### src/rtl/spike_aer_encoder_pkg.sv
// Shared types and default sizing for the spike-to-AER encoder slice.
//   encState_e     : encoder FSM state (idle / scanning a captured vector)
//   Def*           : default parameter values used by the interface and the top
package spike_aer_encoder_pkg;

  typedef enum logic {StIdle, StScan} encState_e;

  localparam int unsigned DefSizeTile    = 4;
  localparam int unsigned DefSizeAddress = 4;
  localparam int unsigned DefFifoDepth   = 8;

endpackage

### src/rtl/spike_aer_encoder_if.sv
// Bundle of all handshake/bus signals of the spike AER encoder.
//   spikeIn/spikeValid/tileBase -> spike vector producer side (spikeAccept back)
//   aerAddr/aerValid            -> event stream to the router (aerReady back)
//   fifoCount/busy              -> status
// modport slave is the encoder's view, modport master the surrounding system's view.
interface spike_aer_encoder_if
  import spike_aer_encoder_pkg::*;
#(
  parameter int unsigned SizeTile    = DefSizeTile,
  parameter int unsigned SizeAddress = DefSizeAddress,
  parameter int unsigned FifoDepth   = DefFifoDepth
);
  localparam int unsigned SizeIdx    = $clog2(SizeTile);
  localparam int unsigned SizeAer    = SizeAddress + SizeIdx;
  localparam int unsigned CountWidth = $clog2(FifoDepth) + 1;

  logic [SizeTile-1:0]    spikeIn;
  logic                   spikeValid;
  logic [SizeAddress-1:0] tileBase;
  logic                   spikeAccept;
  logic [SizeAer-1:0]     aerAddr;
  logic                   aerValid;
  logic                   aerReady;
  logic [CountWidth-1:0]  fifoCount;
  logic                   busy;

  modport master (
    output spikeIn, spikeValid, tileBase, aerReady,
    input  spikeAccept, aerAddr, aerValid, fifoCount, busy
  );

  modport slave (
    input  spikeIn, spikeValid, tileBase, aerReady,
    output spikeAccept, aerAddr, aerValid, fifoCount, busy
  );

endinterface

### src/rtl/spike_aer_encoder_fifo.sv
// Show-ahead FIFO holding encoded address events.
//   clk, reset      : clock, synchronous active-high reset (empties and clears storage)
//   push, pushData  : write request; ignored while full (no push-through on full)
//   pop, popData    : read request; popData is the head entry, stable while empty
//   full, empty     : occupancy flags derived from the registered count
//   count           : current occupancy, 0..Depth
module spike_aer_encoder_fifo #(
  parameter int unsigned Width = 6,
  parameter int unsigned Depth = 8
) (
  input  logic                       clk,
  input  logic                       reset,
  input  logic                       push,
  input  logic [Width-1:0]           pushData,
  input  logic                       pop,
  output logic [Width-1:0]           popData,
  output logic                       full,
  output logic                       empty,
  output logic [$clog2(Depth):0]     count
);
  localparam int unsigned PtrWidth   = $clog2(Depth);
  localparam int unsigned CountWidth = PtrWidth + 1;

  logic [Width-1:0]    mem [Depth];
  logic [PtrWidth-1:0] wrPtr;
  logic [PtrWidth-1:0] rdPtr;
  logic                doPush;
  logic                doPop;

  assign full    = (count == CountWidth'(Depth));
  assign empty   = (count == '0);
  assign doPush  = push && !full;
  assign doPop   = pop && !empty;
  assign popData = mem[rdPtr];

  // Depth is a power of two, so pointer overflow is the wrap.
  always_ff @(posedge clk) begin
    if (reset) begin
      wrPtr <= '0;
      rdPtr <= '0;
      count <= '0;
      for (int i = 0; i < Depth; i++) begin
        mem[i] <= '0;
      end
    end else begin
      if (doPush) begin
        mem[wrPtr] <= pushData;
        wrPtr      <= wrPtr + PtrWidth'(1);
      end
      if (doPop) begin
        rdPtr <= rdPtr + PtrWidth'(1);
      end
      count <= count + CountWidth'(doPush) - CountWidth'(doPop);
    end
  end

endmodule

### src/rtl/spike_aer_encoder.sv
// Spike vector to address-event encoder.
// Captures a per-neuron spike vector from a tile and emits one event {tileBase, neuron idx}
// per set bit, lowest index first, through an internal FIFO toward the router.
//   clk, reset : clock, synchronous active-high reset
//   bus        : spike_aer_encoder_if.slave (spike input, AER output, fifoCount, busy)
module spike_aer_encoder
  import spike_aer_encoder_pkg::*;
#(
  parameter int unsigned SizeTile    = DefSizeTile,
  parameter int unsigned SizeAddress = DefSizeAddress,
  parameter int unsigned FifoDepth   = DefFifoDepth
) (
  input  logic                 clk,
  input  logic                 reset,
  spike_aer_encoder_if.slave   bus
);
  localparam int unsigned SizeIdx    = $clog2(SizeTile);
  localparam int unsigned SizeAer    = SizeAddress + SizeIdx;
  localparam int unsigned CountWidth = $clog2(FifoDepth) + 1;

  encState_e              state;
  logic [SizeTile-1:0]    pend;
  logic [SizeTile-1:0]    pendCleared;
  logic [SizeAddress-1:0] base;
  logic                   push;
  logic                   pop;
  logic [SizeAer-1:0]     pushData;
  logic                   fifoFull;
  logic                   fifoEmpty;
  logic [CountWidth-1:0]  count;

  function automatic logic [SizeIdx-1:0] lowestSetIdx(input logic [SizeTile-1:0] vec);
    logic [SizeIdx-1:0] idx;
    idx = '0;
    for (int i = SizeTile - 1; i >= 0; i--) begin
      if (vec[i]) idx = SizeIdx'(i);
    end
    return idx;
  endfunction

  // x & (x-1) drops the lowest set bit, i.e. the one being pushed this cycle.
  assign pendCleared = pend & (pend - SizeTile'(1));
  assign push        = (state == StScan) && !fifoFull;
  assign pushData    = {base, lowestSetIdx(pend)};
  assign pop         = !fifoEmpty && bus.aerReady;

  always_ff @(posedge clk) begin
    if (reset) begin
      state <= StIdle;
      pend  <= '0;
      base  <= '0;
    end else begin
      unique case (state)
        StIdle: begin
          if (bus.spikeValid) begin
            pend <= bus.spikeIn;
            base <= bus.tileBase;
            // An all-zero vector is consumed without producing events.
            if (|bus.spikeIn) state <= StScan;
          end
        end
        StScan: begin
          // A full FIFO stalls the scan; nothing is dropped.
          if (!fifoFull) begin
            pend <= pendCleared;
            if (pendCleared == '0) state <= StIdle;
          end
        end
        default: state <= StIdle;
      endcase
    end
  end

  spike_aer_encoder_fifo #(
    .Width (SizeAer),
    .Depth (FifoDepth)
  ) uFifo (
    .clk      (clk),
    .reset    (reset),
    .push     (push),
    .pushData (pushData),
    .pop      (pop),
    .popData  (bus.aerAddr),
    .full     (fifoFull),
    .empty    (fifoEmpty),
    .count    (count)
  );

  assign bus.spikeAccept = (state == StIdle);
  assign bus.aerValid    = !fifoEmpty;
  assign bus.fifoCount   = count;
  assign bus.busy        = (state == StScan) || !fifoEmpty;

endmodule

### src/flat_wrapper.sv
// flat-port wrapper written by rule: the top's interface ports become plain ports
module spike_aer_encoder_flat import spike_aer_encoder_pkg::*;
#(
  parameter int unsigned SizeTile    = DefSizeTile,
  parameter int unsigned SizeAddress = DefSizeAddress,
  parameter int unsigned FifoDepth   = DefFifoDepth
)
  (clk, reset, bus_spikeIn, bus_spikeValid, bus_tileBase, bus_aerReady, bus_spikeAccept, bus_aerAddr, bus_aerValid, bus_fifoCount, bus_busy);
  spike_aer_encoder_if #(.SizeTile(SizeTile), .SizeAddress(SizeAddress), .FifoDepth(FifoDepth)) bus_i ();
  input  logic clk;
  input  logic reset;
  input wire logic [$bits(bus_i.spikeIn)-1:0] bus_spikeIn;
  input wire logic [$bits(bus_i.spikeValid)-1:0] bus_spikeValid;
  input wire logic [$bits(bus_i.tileBase)-1:0] bus_tileBase;
  input wire logic [$bits(bus_i.aerReady)-1:0] bus_aerReady;
  output wire logic [$bits(bus_i.spikeAccept)-1:0] bus_spikeAccept;
  output wire logic [$bits(bus_i.aerAddr)-1:0] bus_aerAddr;
  output wire logic [$bits(bus_i.aerValid)-1:0] bus_aerValid;
  output wire logic [$bits(bus_i.fifoCount)-1:0] bus_fifoCount;
  output wire logic [$bits(bus_i.busy)-1:0] bus_busy;
  assign bus_i.spikeIn = bus_spikeIn;
  assign bus_i.spikeValid = bus_spikeValid;
  assign bus_i.tileBase = bus_tileBase;
  assign bus_i.aerReady = bus_aerReady;
  assign bus_spikeAccept = bus_i.spikeAccept;
  assign bus_aerAddr = bus_i.aerAddr;
  assign bus_aerValid = bus_i.aerValid;
  assign bus_fifoCount = bus_i.fifoCount;
  assign bus_busy = bus_i.busy;
  spike_aer_encoder #(.SizeTile(SizeTile), .SizeAddress(SizeAddress), .FifoDepth(FifoDepth)) u_core (.clk(clk), .reset(reset), .bus(bus_i));
endmodule
### config.mk
export PLATFORM = sky130hd
export DESIGN_NAME = spike_aer_encoder_flat
export DESIGN_NICKNAME = d
export VERILOG_FILES = /design/src/rtl/spike_aer_encoder_pkg.sv /design/src/rtl/spike_aer_encoder_if.sv /design/src/rtl/spike_aer_encoder_fifo.sv /design/src/rtl/spike_aer_encoder.sv /design/src/flat_wrapper.sv
export SDC_FILE = /design/constraint.sdc
export NUM_CORES = 1
export LEC_CHECK = 0
export CORE_ASPECT_RATIO = 1.75
export CORE_MARGIN = 4
export CORE_UTILIZATION = 39
export DETAILED_ROUTE_END_ITERATION = 8
export PLACE_DENSITY_LB_ADDON = 0.1
export SYNTH_ARGS = -nofsm -noshare
export SYNTH_HDL_FRONTEND = slang
export SYNTH_SLANG_ARGS = --single-unit
### constraint.sdc
create_clock -name clk -period 3.16 [get_ports clk]
set_input_delay 0.632 -clock clk [delete_from_list [all_inputs] [get_ports clk]]
set_output_delay 0.632 -clock clk [all_outputs]
set_load 0.05 [all_outputs]
==> flow_summary.toml, run 1 <==
[clock_tree]
cts_buffers = 9
clock_latency_ns = 0.33
htreeDepth = 3
postCtsSetupBuffers = 0
clk_pin_slew_ns = 0.06
clkSinkCount = 70
cts_resized = 0
cts_tree = "yes"
clock_path_buffers = 2
hold_buffers = 0
cts_root_buffer = "clkbuf_16"

[sta]
worst_slew_pin_slew_ns = 0.674
finClkSkew_ns = 0.00597
setup_viol = 0
finalMaxSlewViolations = 0
max_freq_ghz = 0.337
min_period_ns = 2.97
fin_ws_ns = 0.193
max_slew_margin_pct = 55.0
finalHoldViolations = 0
rsz0062_at_grt = "false"
holdWs_ns = 0.480
finalCritPeriodShare_pct = 93.9
tns_ns = 0

[floorplan]
start_util_pct = 40.2
io_pins = 25
fp.dieH_um = 128
die_x_um = 76.5
die_area_sq_mm = 0.00978
core_region_area_sq_mm = 0.00796
num_rows = 43

[setup_path]
worstSetupPathType = "flop to output pin"
critPathMaxFanout = 6
crit_required_ns = 2.53
cp.arrival_ns = 2.34
crit_path_end_kind = "output pin"
cp-start-kind = "flop"

[placed_design]
gp_congestion = 0.800
dpl_worst_slack_ns = 0.467
portBuffers = 24
placedCellCount = 379
place_area_sq_mm = 0.00358
dp_hpwl_um = 5330

[global_route]
antenna_found_initial = 0
grt_pass1_wl_um = 11600
grt_use_total_pct = 16.0
grt_max_degree = 25
grt_overflow = 0
grt_pass1_vias = 2184

[power]
p_leak_nw = 1.36
peakVddDrop_mv = 0.486
power_density_mw_per_mm2 = 776
total_power_mw = 3.02

[detailed_routing]
first_pass_iters = 4
routed_via_density = 5.31
drc = 0
wl_per_cell_um = 18.6
drt_iter0_markers = 148
routed_wl_um = 7340
vias = 2096
ant_nets = 0

[synthesis]
yosysTopAreaCellShare_pct = 45.0
postSynthAreaPerCell_sq_um = 12.1
ys_types = 38
synth_nets = 284
ys_warn_count = 0
yosys.area.top_type = "edfxtp_1"
synth.ff_latch_count = 70
synth.area.top_cells = "edfxtp_1 (45%), dfxtp_1 (14%), mux4_2 (8.4%), nor2_1 (6.5%), mux2_2 (2.8%)"
synth_cells = 264
netlist_area_sq_mm = 0.00320
synth_seq_area_share_pct = 58.8

[status]
outcome = "completed"

[finish]
stdcell_area_sq_mm = 0.00389
final_cells = 395
final-seq-area_sq_mm = 0.00188
drive_above_1_share_pct = 20.0
nFillCells = 723
final_common_cell = "nor2_1"
syn_to_final_growth_pct = 21.7
utilization_pct = 48.9
multi_input_area_sq_mm = 0.00121
final_cell_mix = "nor2_1 (55), edfxtp_1 (48), dfxtp_1 (22), nand2_1 (21), buf_4 (21)"
num-nets-final = 320
antennaDiodeCount = 0

[run]
cap_violations = 0

[hold_path]
hold_class = "flop to flop"
kinds of logic (layout without fill, tap and decap cells):
family,Yosys count,after routing,synth area share [%]
fa+ha+maj,9,9,3.67
simple gates,96,96,13.1
flops,70,70,58.8
xor+xnor,2,2,0.547
mux,22,22,11.9
buf+inv,23,64,3.28
compound gates,42,42,8.72
Yosys cell counts:
master    count
a211oi_1      1
a21o_1        1
a21oi_1      12
a311oi_1      4
a31o_2        2
a31oi_1       1
buf_1         1
buf_2         3
buf_4         4
clkbuf_1      6
dfxtp_1      22
edfxtp_1     48
fa_1          1
ha_1          7
inv_1         8
inv_2         1
maj3_1        1
mux2_2        8
mux2i_1       2
mux4_2       12
nand2_1      21
nand2b_1      1
nand3_1       3
nand4_1       1
nand4b_1      2
nor2_1       55
nor2b_1       7
nor3b_1       2
o211ai_1      5
o21ai_0       6
o21bai_1      8
o311ai_0      1
o41ai_1       1
or3_1         1
or3_2         1
or3b_2        1
or4_1         1
xnor2_1       2
state kept, by name, indices dropped and copies added (netlist names), named ones only:
register            cells
u_core.uFifo.mem       48
u_core.base             4
u_core.pend             4
u_core.uFifo.count      4
u_core.uFifo.rdPtr      3
u_core.uFifo.wrPtr      3
u_core.state            1
worst max-delay path, stage by stage, from the launching register on:
cell and delay, ns:
dfxtp_1 0.31, inv_1 0.10, ha_1 0.15, nor3b_1 0.55, inv_1 0.16, clkdlybuf4s50_1 0.74
path summary, 6_finish.rpt:
check | start | endpoint | slack [ns] | cells past startpoint
hold / removal | u_core.base[1] | u_core.base[1] | 0.48 | 2
setup reg to reg | u_core.uFifo.count[2] | u_core.uFifo.count[3] | 0.67 | 9
hold reg to reg | u_core.base[1] | u_core.base[1] | 0.48 | 2
setup / recovery | u_core.uFifo.count[2] | bus_aerValid | 0.19 | 5
report_power, final:
group | internal [mW] | leakage [nW] | switching (mW)
clock network | 0.684 | 0.149 | 0.373
registers | 1.06 | 0.678 | 0.0617
logic | 0.345 | 0.538 | 0.503
per-layer routing:
layer	vias to the layer above	track usage, %	part of all wire, %
met5	-	0	0
met4	0	9.50	3.7
met3	19	2.46	1.8
met2	35	30.0	57
met1	1009	16.5	38
li1	1033	-	-
cell type report:
class | instances | share of cell area (%)
tap | 90 | 2.89
clock buffer | 9 | 5.78
multi-input combinational | 171 | 31.2
timing repair buffer | 39 | 8.68
sequential | 70 | 48.3
clock inverter | 7 | 2.28
inverter | 9 | 0.868
Power figures use the tool's default switching activity.
==> inputs of run 2 (changes only) <==
CORE_UTILIZATION = 40   (was 39)
DONT_BUFFER_PORTS = 1   (was default)
TNS_END_PERCENT = 10   (was default)
==> run 2 against run 1 <==
Power fell by 5.8%; non-clock buffer count fell by 25; sequential share of layout area rose by 3.3 points; sequential power barely moved; flip-flop and latch count did not move; wire length fell by 2.5%; final area fell by 6.4%; critical path type unchanged.
==> flow_summary.toml, run 2 (synthesis results as in run 1) <==
[placed_design]
portBuffers = 0
dp_hpwl_um = 5140
gp_congestion = 0.839
place_area_sq_mm = 0.00334

[sta]
finalHoldViolations = 0
finalCritPeriodShare_pct = 79.9
max_freq_ghz = 0.396
worst_slew_pin_slew_ns = 0.750
finalMaxSlewViolations = 0
min_period_ns = 2.52
setup_viol = 0
tns_ns = 0
rsz0062_at_grt = "false"
max_slew_margin_pct = 49.9
finClkSkew_ns = 0.00801

[setup_path]
r2r-start = "u_core.uFifo.count[1]"
cp-start-kind = "flop"
ff2ff_path_depth = 7
crit_path_end_kind = "output pin"
slowest_stage = "mux4_2"
crit_chain = "buf_4 -> mux4_2 -> mux2_2"
worstSetupPathType = "flop to output pin"
slowest_delay_ns = 0.58
critPathMaxFanout = 12
reg2reg_to = "u_core.uFifo.count[3]"
crit_required_ns = 2.53
r2r_setup_slack_ns = 0.65
cp.arrival_ns = 1.89

[finish]
drive_above_1_share_pct = 18.9
syn_to_final_growth_pct = 13.9
final_cell_mix = "nor2_1 (55), edfxtp_1 (48), dfxtp_1 (22), nand2_1 (21), buf_4 (14)"
top_register = "u_core.uFifo.mem"
nFillCells = 731
num-nets-final = 295
final_common_cell = "nor2_1"
antennaDiodeCount = 0
stdcell_area_sq_mm = 0.00365
largest_reg_flops = 48

[clock_tree]
clock_path_buffers = 2
clock_latency_ns = 0.33
clk_pin_slew_ns = 0.05
cts_buffers = 9
cts_root_buffer = "clkbuf_16"
hold_buffers = 0
postCtsSetupBuffers = 0
cts_tree = "yes"
htreeDepth = 3
clkSinkCount = 70
cts_resized = 0

[detailed_routing]
routed_via_density = 5.51
routed_wl_um = 7150
drt_iter0_markers = 198
vias = 2026
ant_nets = 0
drc = 0
wl_per_cell_um = 19.4
first_pass_iters = 4

[status]
outcome = "completed"

[hold_path]
min_path_cells = 1
min_to = "u_core.uFifo.count[0]"
holdCritStartpoint = "reset"
hold_class = "input port to flop"

[floorplan]
core_region_area_sq_mm = 0.00767
die_area_sq_mm = 0.00955
num_rows = 42
io_pins = 25
die_x_um = 75.6
fp.dieH_um = 126
start_util_pct = 41.7

[global_route]
grt_use_met3_pct = 2.45
grtUsageMet1_pct = 15.8
grt_use_total_pct = 16.1
grt_pass1_wl_um = 10800
grt_pass1_vias = 2089
grt_overflow = 0
use_met2_pct = 29.4
grt_max_degree = 35
antenna_found_initial = 0
top_usage_layer = "met2"

[run]
cap_violations = 0

[power]
peakVddDrop_mv = 0.563
power_density_mw_per_mm2 = 780
p_leak_nw = 1.26
[run 2: metal layers]
metal  share of wire (%)  up-vias  wire length [um]
met5                   0        -                 0
met4                 3.9        0               276
met3                 3.1       16               224
met2                  59       44              4200
met1                  34      988              2450
li1                    -      978                 -
[run 2: worst max-delay path by stage]
stage	startpoint	to	slack, ns
after floorplan	u_core.uFifo.count[3]	u_core.uFifo.count[3]	0.51
after global placement	u_core.uFifo.count[1]	u_core.uFifo.count[3]	0.67
after detailed placement	u_core.uFifo.count[1]	u_core.uFifo.count[3]	0.65
after CTS	flop	bus_aerAddr[1]	0.56
after global routing	u_core.uFifo.count[1]	u_core.uFifo.count[3]	0.40
final	flop	bus_aerAddr[1]	0.64
[run 2: final cells by class]
type / count / area [sq um] / share of cell area, %
repair buffers: 14 / 105 / 2.88
clock buffers: 16 / 302 / 8.27
flip-flops and latches: 70 / 1880 / 51.6
inverters: 9 / 33.8 / 0.927
multi-input cells: 171 / 1210 / 33.3
well taps: 88 / 110 / 3.02
[run 2: critical path, delay by kind of cell (launching register included)]
| family | cells | cell delay [ns] |
|---|---|---|
| buffers and inverters | 1 | 0.26 |
| DFF | 1 | 0.30 |
| muxes | 2 | 1.00 |
[run 2: power by group]
part	leakage [nW]	internal (mW)	total, mW	switching, mW
combinational	0.432	0.255	0.704	0.449
clock	0.149	0.639	0.989	0.350
sequential	0.678	1.06	1.15	0.0961
total	1.26	1.95	2.85	0.895
[run 2: stage by stage]
| step | utilization, % | setup WS, ns | cells | hold WS (ns) | power (mW) |
|---|---|---|---|---|---|
| floorplan | - | 0.506 | 264 | 0.450 | 1.74 |
| global placement | 43.6 | 0.675 | 352 | 0.470 | 1.89 |
| detailed placement | 43.6 | 0.652 | 352 | 0.478 | 1.89 |
| CTS | 47.5 | 0.559 | 368 | 0.357 | 2.88 |
| global route | 47.5 | 0.402 | 368 | 0.363 | 2.97 |
| finish | 47.5 | 0.636 | 368 | 0.371 | 2.85 |
==> inputs of run 3 (changes only) <==
clock period = 2.5 ns   (was 3.16 ns; I/O delays follow)
==> run 3 against run 2 <==
Combinational power is 42% higher; highest routed layer unchanged; setup slack worse by 0.49 ns; first-iteration DRC count is 21% lower; wire length is 1.3% higher; global-route usage is 0.58 points higher; via count is 1.2% higher; largest cell class unchanged; sequential share of layout area is 0.23 points lower.
==> flow_summary.toml, run 3 (synthesis results as in run 1) <==
[sta]
tns_ns = 0
finClkSkew_ns = 0.00242
setup_viol = 0
holdWs_ns = 0.239
min_period_ns = 2.36
finalCritPeriodShare_pct = 94.3
finalMaxSlewViolations = 0
finalHoldViolations = 0
max_freq_ghz = 0.424
max_slew_margin_pct = 46.1
rsz0062_at_grt = "false"
worst_slew_pin_slew_ns = 0.807

[floorplan]
num_rows = 42
core_region_area_sq_mm = 0.00767
die_area_sq_mm = 0.00955
die_x_um = 75.6
fp.dieH_um = 126
start_util_pct = 41.7
io_pins = 25

[global_route]
grt_max_degree = 35
grt_pass1_wl_um = 11300
grt_overflow = 0
antenna_found_initial = 0
grt_use_total_pct = 16.7
grt_pass1_vias = 2117

[clock_tree]
cts_resized = 0
clock_path_buffers = 2
clk_pin_slew_ns = 0.05
cts_tree = "yes"
postCtsSetupBuffers = 0
hold_buffers = 0
clkSinkCount = 70
htreeDepth = 3
cts_root_buffer = "clkbuf_16"
cts_buffers = 9
clock_latency_ns = 0.33

[finish]
nFillCells = 725
final_cell_mix = "nor2_1 (55), edfxtp_1 (48), nand2_1 (21), dfxtp_1 (20), buf_4 (15)"
top_register = "u_core.uFifo.mem"
syn_to_final_growth_pct = 14.6
num-nets-final = 297
final_cells = 370
drive_above_1_share_pct = 20.6
antennaDiodeCount = 0
final_common_cell = "nor2_1"
largest_reg_flops = 48

[placed_design]
gp_congestion = 0.753
placedCellCount = 354
dp_hpwl_um = 5170
portBuffers = 0

[power]
p_leak_nw = 1.27
peakVddDrop_mv = 0.596
total_power_mw = 3.68
power_density_mw_per_mm2 = 1000

[setup_path]
r2r_setup_slack_ns = 0.19
crit_required_ns = 2.00
critPathMaxFanout = 12
worstSetupPathType = "flop to output pin"
crit_path_end_kind = "output pin"
cp.arrival_ns = 1.86
cp-start-kind = "flop"

[detailed_routing]
first_pass_iters = 4
drc = 0
vias = 2051
wl_per_cell_um = 19.6
routed_wl_um = 7250
routed_via_density = 5.54
drt_iter0_markers = 157
ant_nets = 0

[hold_path]
hold_class = "input port to flop"

[status]
outcome = "completed"

[run]
cap_violations = 0
[run 3: critical path, stage by stage, from the launching register on]
cell and delay [ns]:
dfxtp_1 0.32, buf_6 0.21, mux4_2 0.57, mux2_2 0.42
[run 3: routing by layer]
metal,GRT usage (%),wire [um]
met1,17.4,2580
met2,29.9,4140
met3,4.04,313
met4,8.03,210
met5,0,0
[run 3: cell type report]
type	count	area, sq um	area share (%)
clock buffers	12	256	6.99
clock inverters	4	45.0	1.23
multi-input cells	171	1210	33.1
flip-flops and latches	70	1880	51.4
repair buffers	16	124	3.38
well taps	88	110	3.00
inverters	9	33.8	0.921
[run 3: path summary, 6_finish.rpt]
check / from / endpoint / cells past startpoint
worst min-delay path: reset / u_core.uFifo.rdPtr[0] / 1
worst min register to register: u_core.base[0] / u_core.base[0] / 2
worst max register to register: u_core.uFifo.count[2] / u_core.uFifo.count[3] / 9
worst max-delay path: flop / bus_aerAddr[0] / 3
[run 3: stage by stage]
| step | utilization, % | instance area [sq um] | setup slack [ns] |
|---|---|---|---|
| after floorplan | - | 3200 | 0.0316 |
| after global placement | 43.8 | 3360 | 0.248 |
| after detailed placement | 43.8 | 3360 | 0.193 |
| after CTS | 47.7 | 3660 | 0.0426 |
| after global routing | 47.8 | 3670 | 0.0639 |
| final | 47.8 | 3670 | 0.141 |
[run 3: power breakdown]
part	internal, mW	total [mW]	switching, mW
combinational	0.372	1.00	0.631
sequential	1.34	1.40	0.0663
clock	0.821	1.28	0.455
